===== src/rtl/pcp_imem_loader.sv =====
// Instruction-memory loader for the PCP core.
// Assembles 75-bit instructions from three 32-bit host beats and writes
// them to consecutive instruction-memory addresses from a base address.
// Range-checked before the first beat, so the write address never wraps.
module pcp_imem_loader (
    input  logic        clock,
    input  logic        reset,
    input  logic        cfg_start,
    input  logic [9:0]  cfg_base_addr,
    input  logic [10:0] cfg_count,
    input  logic [31:0] s_data,
    input  logic        s_valid,
    output logic        s_ready,
    output logic [9:0]  imem_addr,
    output logic [74:0] imem_data,
    output logic        imem_we,
    output logic        busy,
    output logic        done,
    output logic        err
);

    typedef enum logic [2:0] {
        IDLE,
        LOAD0,
        LOAD1,
        LOAD2,
        FIN
    } state_t;

    state_t      state;
    state_t      state_next;
    logic [9:0]  wr_ptr;
    logic [10:0] remaining;
    logic [63:0] partial;
    logic [10:0] end_addr;
    logic        range_bad;
    logic        xfer;

    // One past the last address the requested load would touch.
    // 1023 + 1024 still fits in 11 bits, so this compare cannot overflow.
    assign end_addr  = {1'b0, cfg_base_addr} + cfg_count;
    assign range_bad = (end_addr > 11'd1024);
    assign xfer      = s_valid & s_ready;

    // State register.
    always_ff @(posedge clock or posedge reset) begin
        if (reset) begin
            state <= IDLE;
        end else begin
            state <= state_next;
        end
    end

    // Next-state logic and the state-decoded outputs.
    always_comb begin
        state_next = state;
        s_ready    = 1'b0;
        busy       = 1'b1;
        done       = 1'b0;
        case (state)
            IDLE: begin
                busy = 1'b0;
                if (cfg_start) begin
                    if (cfg_count == 11'd0 || range_bad) begin
                        state_next = FIN;
                    end else begin
                        state_next = LOAD0;
                    end
                end
            end
            LOAD0: begin
                s_ready = 1'b1;
                if (s_valid) begin
                    state_next = LOAD1;
                end
            end
            LOAD1: begin
                s_ready = 1'b1;
                if (s_valid) begin
                    state_next = LOAD2;
                end
            end
            LOAD2: begin
                s_ready = 1'b1;
                if (s_valid) begin
                    if (remaining == 11'd1) begin
                        state_next = FIN;
                    end else begin
                        state_next = LOAD0;
                    end
                end
            end
            FIN: begin
                done       = 1'b1;
                state_next = IDLE;
            end
            default: begin
                busy       = 1'b0;
                state_next = IDLE;
            end
        endcase
    end

    // Datapath: configuration capture, partial-word assembly, memory write.
    always_ff @(posedge clock or posedge reset) begin
        if (reset) begin
            wr_ptr    <= 10'd0;
            remaining <= 11'd0;
            partial   <= 64'd0;
            imem_addr <= 10'd0;
            imem_data <= 75'd0;
            imem_we   <= 1'b0;
            err       <= 1'b0;
        end else begin
            imem_we <= 1'b0;
            case (state)
                IDLE: begin
                    if (cfg_start) begin
                        err       <= range_bad;
                        wr_ptr    <= cfg_base_addr;
                        remaining <= cfg_count;
                    end
                end
                LOAD0: begin
                    if (xfer) begin
                        partial[31:0] <= s_data;
                    end
                end
                LOAD1: begin
                    if (xfer) begin
                        partial[63:32] <= s_data;
                    end
                end
                LOAD2: begin
                    if (xfer) begin
                        imem_we   <= 1'b1;
                        imem_data <= {s_data[10:0], partial};
                        imem_addr <= wr_ptr;
                        wr_ptr    <= wr_ptr + 10'd1;
                        remaining <= remaining - 11'd1;
                    end
                end
                default: begin
                end
            endcase
        end
    end

endmodule


===== config.mk =====
export PLATFORM = sky130hd
export DESIGN_NAME = pcp_imem_loader
export DESIGN_NICKNAME = d
export VERILOG_FILES = /design/src/rtl/pcp_imem_loader.sv
export SDC_FILE = /design/constraint.sdc
export NUM_CORES = 1
export LEC_CHECK = 0
export CORE_ASPECT_RATIO = 1.4
export CORE_MARGIN = 2
export CORE_UTILIZATION = 48
export DETAILED_ROUTE_END_ITERATION = 16
export PLACE_DENSITY = 0.75
export SYNTH_ARGS = -nofsm -noshare
export SYNTH_HDL_FRONTEND = slang
export SYNTH_SLANG_ARGS = --single-unit

===== constraint.sdc =====
create_clock -name clock -period 11.35 [get_ports clock]
set_clock_uncertainty 0.05 [all_clocks]
set_input_delay 2.27 -clock clock [delete_from_list [all_inputs] [get_ports clock]]
set_output_delay 2.27 -clock clock [all_outputs]
set_load 0.03 [all_outputs]

Word-level counts from Yosys, hierarchy flattened
Index checks and enable logic that the tools add are counted.
{ "op_classes": {"order_cmp": 1, "n_reduce_logical": 12, "bitwise": 1, "eq_ne": 10, "n_addsub": 3, "muxes": 18} }
{ "op_table": {"columns": ["op", "n"], "rows": [
  ["$mux W11", 2],
  ["$pmux W11 S2", 1],
  ["$mux W10", 2],
  ["$pmux W10 S2", 1],
  ["$mux W3", 6],
  ["$pmux W3 S4", 1],
  ["$add A10 B11 Y11", 1],
  ["$eq A11 B1 Y1 const B", 1],
  ["$gt A11 B11 Y1 const B", 1],
  ["$logic_not A11 Y1", 1],
  ["$sub A11 B1 Y11 const B", 1],
  ["$add A10 B1 Y10 const B", 1],
  ["$ne A2 B2 Y1 const B", 5],
  ["$reduce_and A2 Y1", 4],
  ["$eq A3 B2 Y1 const B", 2],
  ["$mux W1", 5],
  ["$reduce_and A4 Y1", 1],
  ["$reduce_or A4 Y1", 1],
  ["$eq A3 B1 Y1 const B", 1],
  ["$eq A3 B3 Y1 const B", 1],
  ["$logic_not A3 Y1", 1],
  ["$reduce_and A3 Y1", 1],
  ["$reduce_or A3 Y1", 1],
  ["$reduce_bool A2 Y1", 1],
  ["2 further kinds", 2]
]} }
{ "totals": {"inputBits": 57, "word_cells": 54, "register_bits": 175} }

Longest topological paths before layout
{ "logic_depth": {"word_depth": 6, "depth_mapped": 10, "depth_no_buf": 10} }

Least setup slack after synthesis
No wires, ideal clock.
{ "synth_path": {"path_type": "input to register", "from": "input cfg_base_addr[0]", "to": "register state[2]", "cell_stages": 10, "setup_slack_ps": 6990, "arrival_ps": 4173, "path_cell_list": "ha_1 > inv_1 > fa_1 > nor2b_1 > o2111ai_1 > a2111oi_0 > o211ai_1 > a2111oi_4 > a211o_1 > o21ai_1"} }
{ "synth_via": {"elab_chain_len": 6} }
{ "synth_rtl": {"columns": ["item", "line_no", "text"], "rows": [
  ["from (decl)", "9", "input logic [9:0] cfg_base_addr,"],
  ["$add A10 B11 Y11", "41", "assign end_addr = {1'b0, cfg_base_addr} + cfg_count;"],
  ["$gt A11 B11 Y1", "42", "assign range_bad = (end_addr > 11'd1024);"],
  ["$logic_or A1 B1 Y1", "64", "if (cfg_count == 11'd0 || range_bad) begin"],
  ["$mux W3", "64", null],
  ["$mux W3", "63", "if (cfg_start) begin"],
  ["$pmux W3 S4", "60", "case (state)"],
  ["to (signal assigned)", "50", "state <= state_next;"],
  ["to (decl)", "30", "state_t state;"]
]} }
Every way passes these cells. The select of a mux whose other input is x is not followed.
A chain may end at the register's enable or synchronous reset.

Worst setup path after layout
{ "layout_path": {"from": "input cfg_count[0]", "to": "register state[2]"} }
{ "layout_via": {"elab_chain_len": 6, "word_cells_on_any_way": 7, "cone_classes": "add/sub (1); order compare (1); mux (3); reduce/logical (2)"} }
{ "layout_rtl": {"columns": ["item", "line_no", "text"], "rows": [
  ["from (decl)", "10", "input logic [10:0] cfg_count,"],
  ["$add A10 B11 Y11", "41", null],
  ["$gt A11 B11 Y1", "42", null],
  ["$logic_or A1 B1 Y1 (*)", "64", null],
  ["$mux W3 (*)", "64", null],
  ["$mux W3 (*)", "63", null],
  ["$pmux W3 S4 (*)", "60", null]
]} }
Mark *: on every way between the ends. The rest lies on a longest branch, timed or not. The select of a mux whose other input is x is not followed.

==> impl_metrics.tcl <==
set metrics [dict create \
    setup_violations 0 \
    grt_pass1_wl_um 29000 \
    grt_pass1_vias 5577 \
    nNetsFinal 800 \
    stdcell_count 938 \
    critPathMaxStageDelay_ns 0.51 \
    synth_warnings 0 \
    path_max_fanout 3 \
    min_period_over_period_pct 42.1 \
    ioPinCount 147 \
    synth_area_leaders "dfrtp_1 (58%), mux2_2 (22%), a21oi_1 (2.3%)" \
    grt_usage_pct 22.4 \
    synthArstFlopShare_pct 100 \
    nFillCells 1191 \
    r2r_slack_ns 9.06 \
    worstHoldPathCells 1 \
    die_w_um 110 \
    use_met3_pct 8.55 \
    crit_path_top_delay_cell "clkdlybuf4s50_1" \
    tns_ns 0 \
    drtPass1Iterations 4 \
    r2r_start "state[0]" \
    tightestPinTransition_ns 1.00 \
    yosysMostFrequentCell "dfrtp_1" \
    avgSynthCellArea_um2 12.9 \
    finalHoldViolCount 0 \
    ir_worst_vdd_mv 0.166 \
    tritoncts "built" \
    clkTransAtPathRegs_ns 0.07 \
    routedWlPerCell_um 19.0 \
    synth_top_flop_cell "dfrtp_1" \
    gr-total-overflow 0 \
    clockRootBuffer "clkbuf_16" \
    hold_path_class "reg2reg" \
    die_h_um 152 \
    multiInputGateArea_um2 3050 \
    busiest_layer "met2" \
    hold_end "partial[61]" \
    path_cells "clkdlybuf4s50_1 > ha_1 > inv_1 > fa_1 > nor2b_1 > o2111ai_1 > a2111oi_0 > o211ai_1 > a2111oi_4 > a211o_1 > o21ai_1" \
    hold_buffers 0 \
    outcome "finished, final reports clean" \
    fmax_mhz 209 \
    antenna_found_initial 0 \
    gr-usage-met1_pct 26.4 \
    syn_inst 585 \
    place_hpwl_um 12200 \
    setup.worst_path.start "cfg_count[0]" \
    timing.rr.end "wr_ptr[4]" \
    seqCellArea_um2 4380 \
    endpoint_kind "register" \
    power_density_nw_per_um2 309 \
    grt_max_degree 100 \
    ys_seq_elements 175 \
    cp_data_arrival_time_ns 5.00 \
    rsz0062_at_grt "no" \
    numCtsBuffers 17 \
    clock_tree.buffer_depth 2 \
    startpoint_type "input pin" \
    yosysSeqAreaShare_pct 57.9 \
    drive_above_1_share_pct 26.1 \
    dr_total_vias 5217 \
    avgViaCountPerCell 5.56 \
    period_minus_slack_ns 4.78 \
    cap_violations 0 \
    slew_violations 0 \
    cts_resized 0 \
    synth_area_um2 7560 \
    critPathTopFamily "compound AO/OA/AOI/OAI gates" \
    ant_nets 0 \
    synth_edf_count 0 \
    min_from "partial[61]" \
    yosysUniqueCellTypes 55 \
    htree_levels 4 \
    dieArea_um2 16800 \
    path_buf_inv 2 \
    cp.required_ns 11.57 \
    port_buffers 146 \
    syn-num-nets 656 \
    yosysTopAreaCell "dfrtp_1" \
    areaGrowthSynthToFinish_pct 29.6 \
    synth_top_area_share_pct 57.9 \
    n_antenna_cell 0 \
    p_leak_nw 4.14 \
    dp.cells 906 \
    core_um2 15500 \
    drt_iter0_markers 405 \
    floorplan.initialDensity_pct 48.9 \
    std_cell_rows 54 \
    slew_headroom_pct 33.1 \
    drt_wl_total_um 17800 \
    critical_path_class "in2reg" \
    cts_num_sinks 175 \
    gp_congestion 0.837 \
    synth_commonest_cells "dfrtp_1 (175), mux2_2 (149), a21oi_1 (34), o21ai_0 (31), nor2_1 (29)" \
    clock_latency_ns 0.42 \
    r2r_cells 5 \
    cts_setup_buffers 0 \
    use_met2_pct 37.0 \
    remaining_drc_errors 0 \
]
## routing by layer
metal / wire [um] / part of all wire [%]
met1: 6820 / 38
met2: 9100 / 51
met3: 1490 / 8.4
met4: 376 / 2.1
met5: 0 / 0
## worst register-to-register path, delay by kind of cell (launching register included)
kind                   cells  cell delay [ns]
AO/OA/AOI/OAI              2             0.26
AND/OR/NAND/NOR            2             1.28
buffers and inverters      1             0.17
flip-flops                 1             0.45
## stage by stage
step | hold slack (ns) | setup WS (ns) | area [um2] | util (%) | power [W]
detailed placement | 0.438 | 6.14 | 9230 | 59.6 | 0.00248
floorplan | 0.411 | 4.28 | 7560 | - | 0.00195
global placement | 0.435 | 6.26 | 9230 | 59.6 | 0.00242
finish | 0.456 | 6.57 | 9800 | 63.3 | 0.00303
CTS | 0.453 | 6.57 | 9800 | 63.3 | 0.00306
global route | 0.469 | 6.28 | 9800 | 63.3 | 0.00320
## how the worst max path moves through the flow
stage               depth (start not counted)  endpoint  slack, ns
floorplan                                   1       err       4.28
global placement                           11  state[2]       6.26
detailed placement                         11  state[2]       6.14
CTS                                        11  state[0]       6.57
global route                               11  state[0]       6.28
finish                                     11  state[2]       6.57
## logic make-up (layout without fill, tap and decap cells)
logic type                 Yosys count  in the layout  share of synthesized area (%)
and+or+nand+nor                    104            104                           6.65
buffers and inverters               39            196                           2.04
xor gates and xnor gates             4              4                          0.464
DFF                                175            175                           57.9
adders and majority gates           14             14                           2.42
AOI/OAI and AO/OA                   99             99                           8.16
muxes                              150            150                           22.3
## layout make-up
type                            instances  share of cell area (%)
Inverter                               12                   0.511
Tap cell                              196                    2.50
Sequential cell                       175                    44.7
Timing Repair Buffer                  152                    15.4
Clock inverter                         12                    1.24
Clock buffer                           20                    4.56
Multi-Input combinational cell        371                    31.1
## cells in the final DEF, fill, tap and decap left out, types with 3 or more instances in the layout
cell	count
or3_1	3
nor3_1	8
inv_1	10
inv_6	8
nand2_1	27
nand3_1	13
clkdlybuf4s50_1	146
nand2b_1	4
a21o_1	4
nor2_1	29
and3_1	3
a31oi_1	3
buf_4	6
clkbuf_16	17
o21ai_0	31
o211ai_1	4
mux2_2	149
a21oi_1	34
xnor2_1	3
dfrtp_1	175
nor4_1	3
ha_1	13
## report_power, final
group          switching [W]  internal, W  total, W
combinational       0.000702     0.000624   0.00133
clock               0.000253     0.000314  0.000567
sequential          0.000196     0.000939   0.00113
total                0.00115      0.00188   0.00303
## registers in the layout, indices dropped and copies added (netlist names)
signal     cells
remaining     11
state          3
partial       64
imem_data     75
wr_ptr        10
err            1
imem_we        1
imem_addr     10
Power figures use the tool's default switching activity.
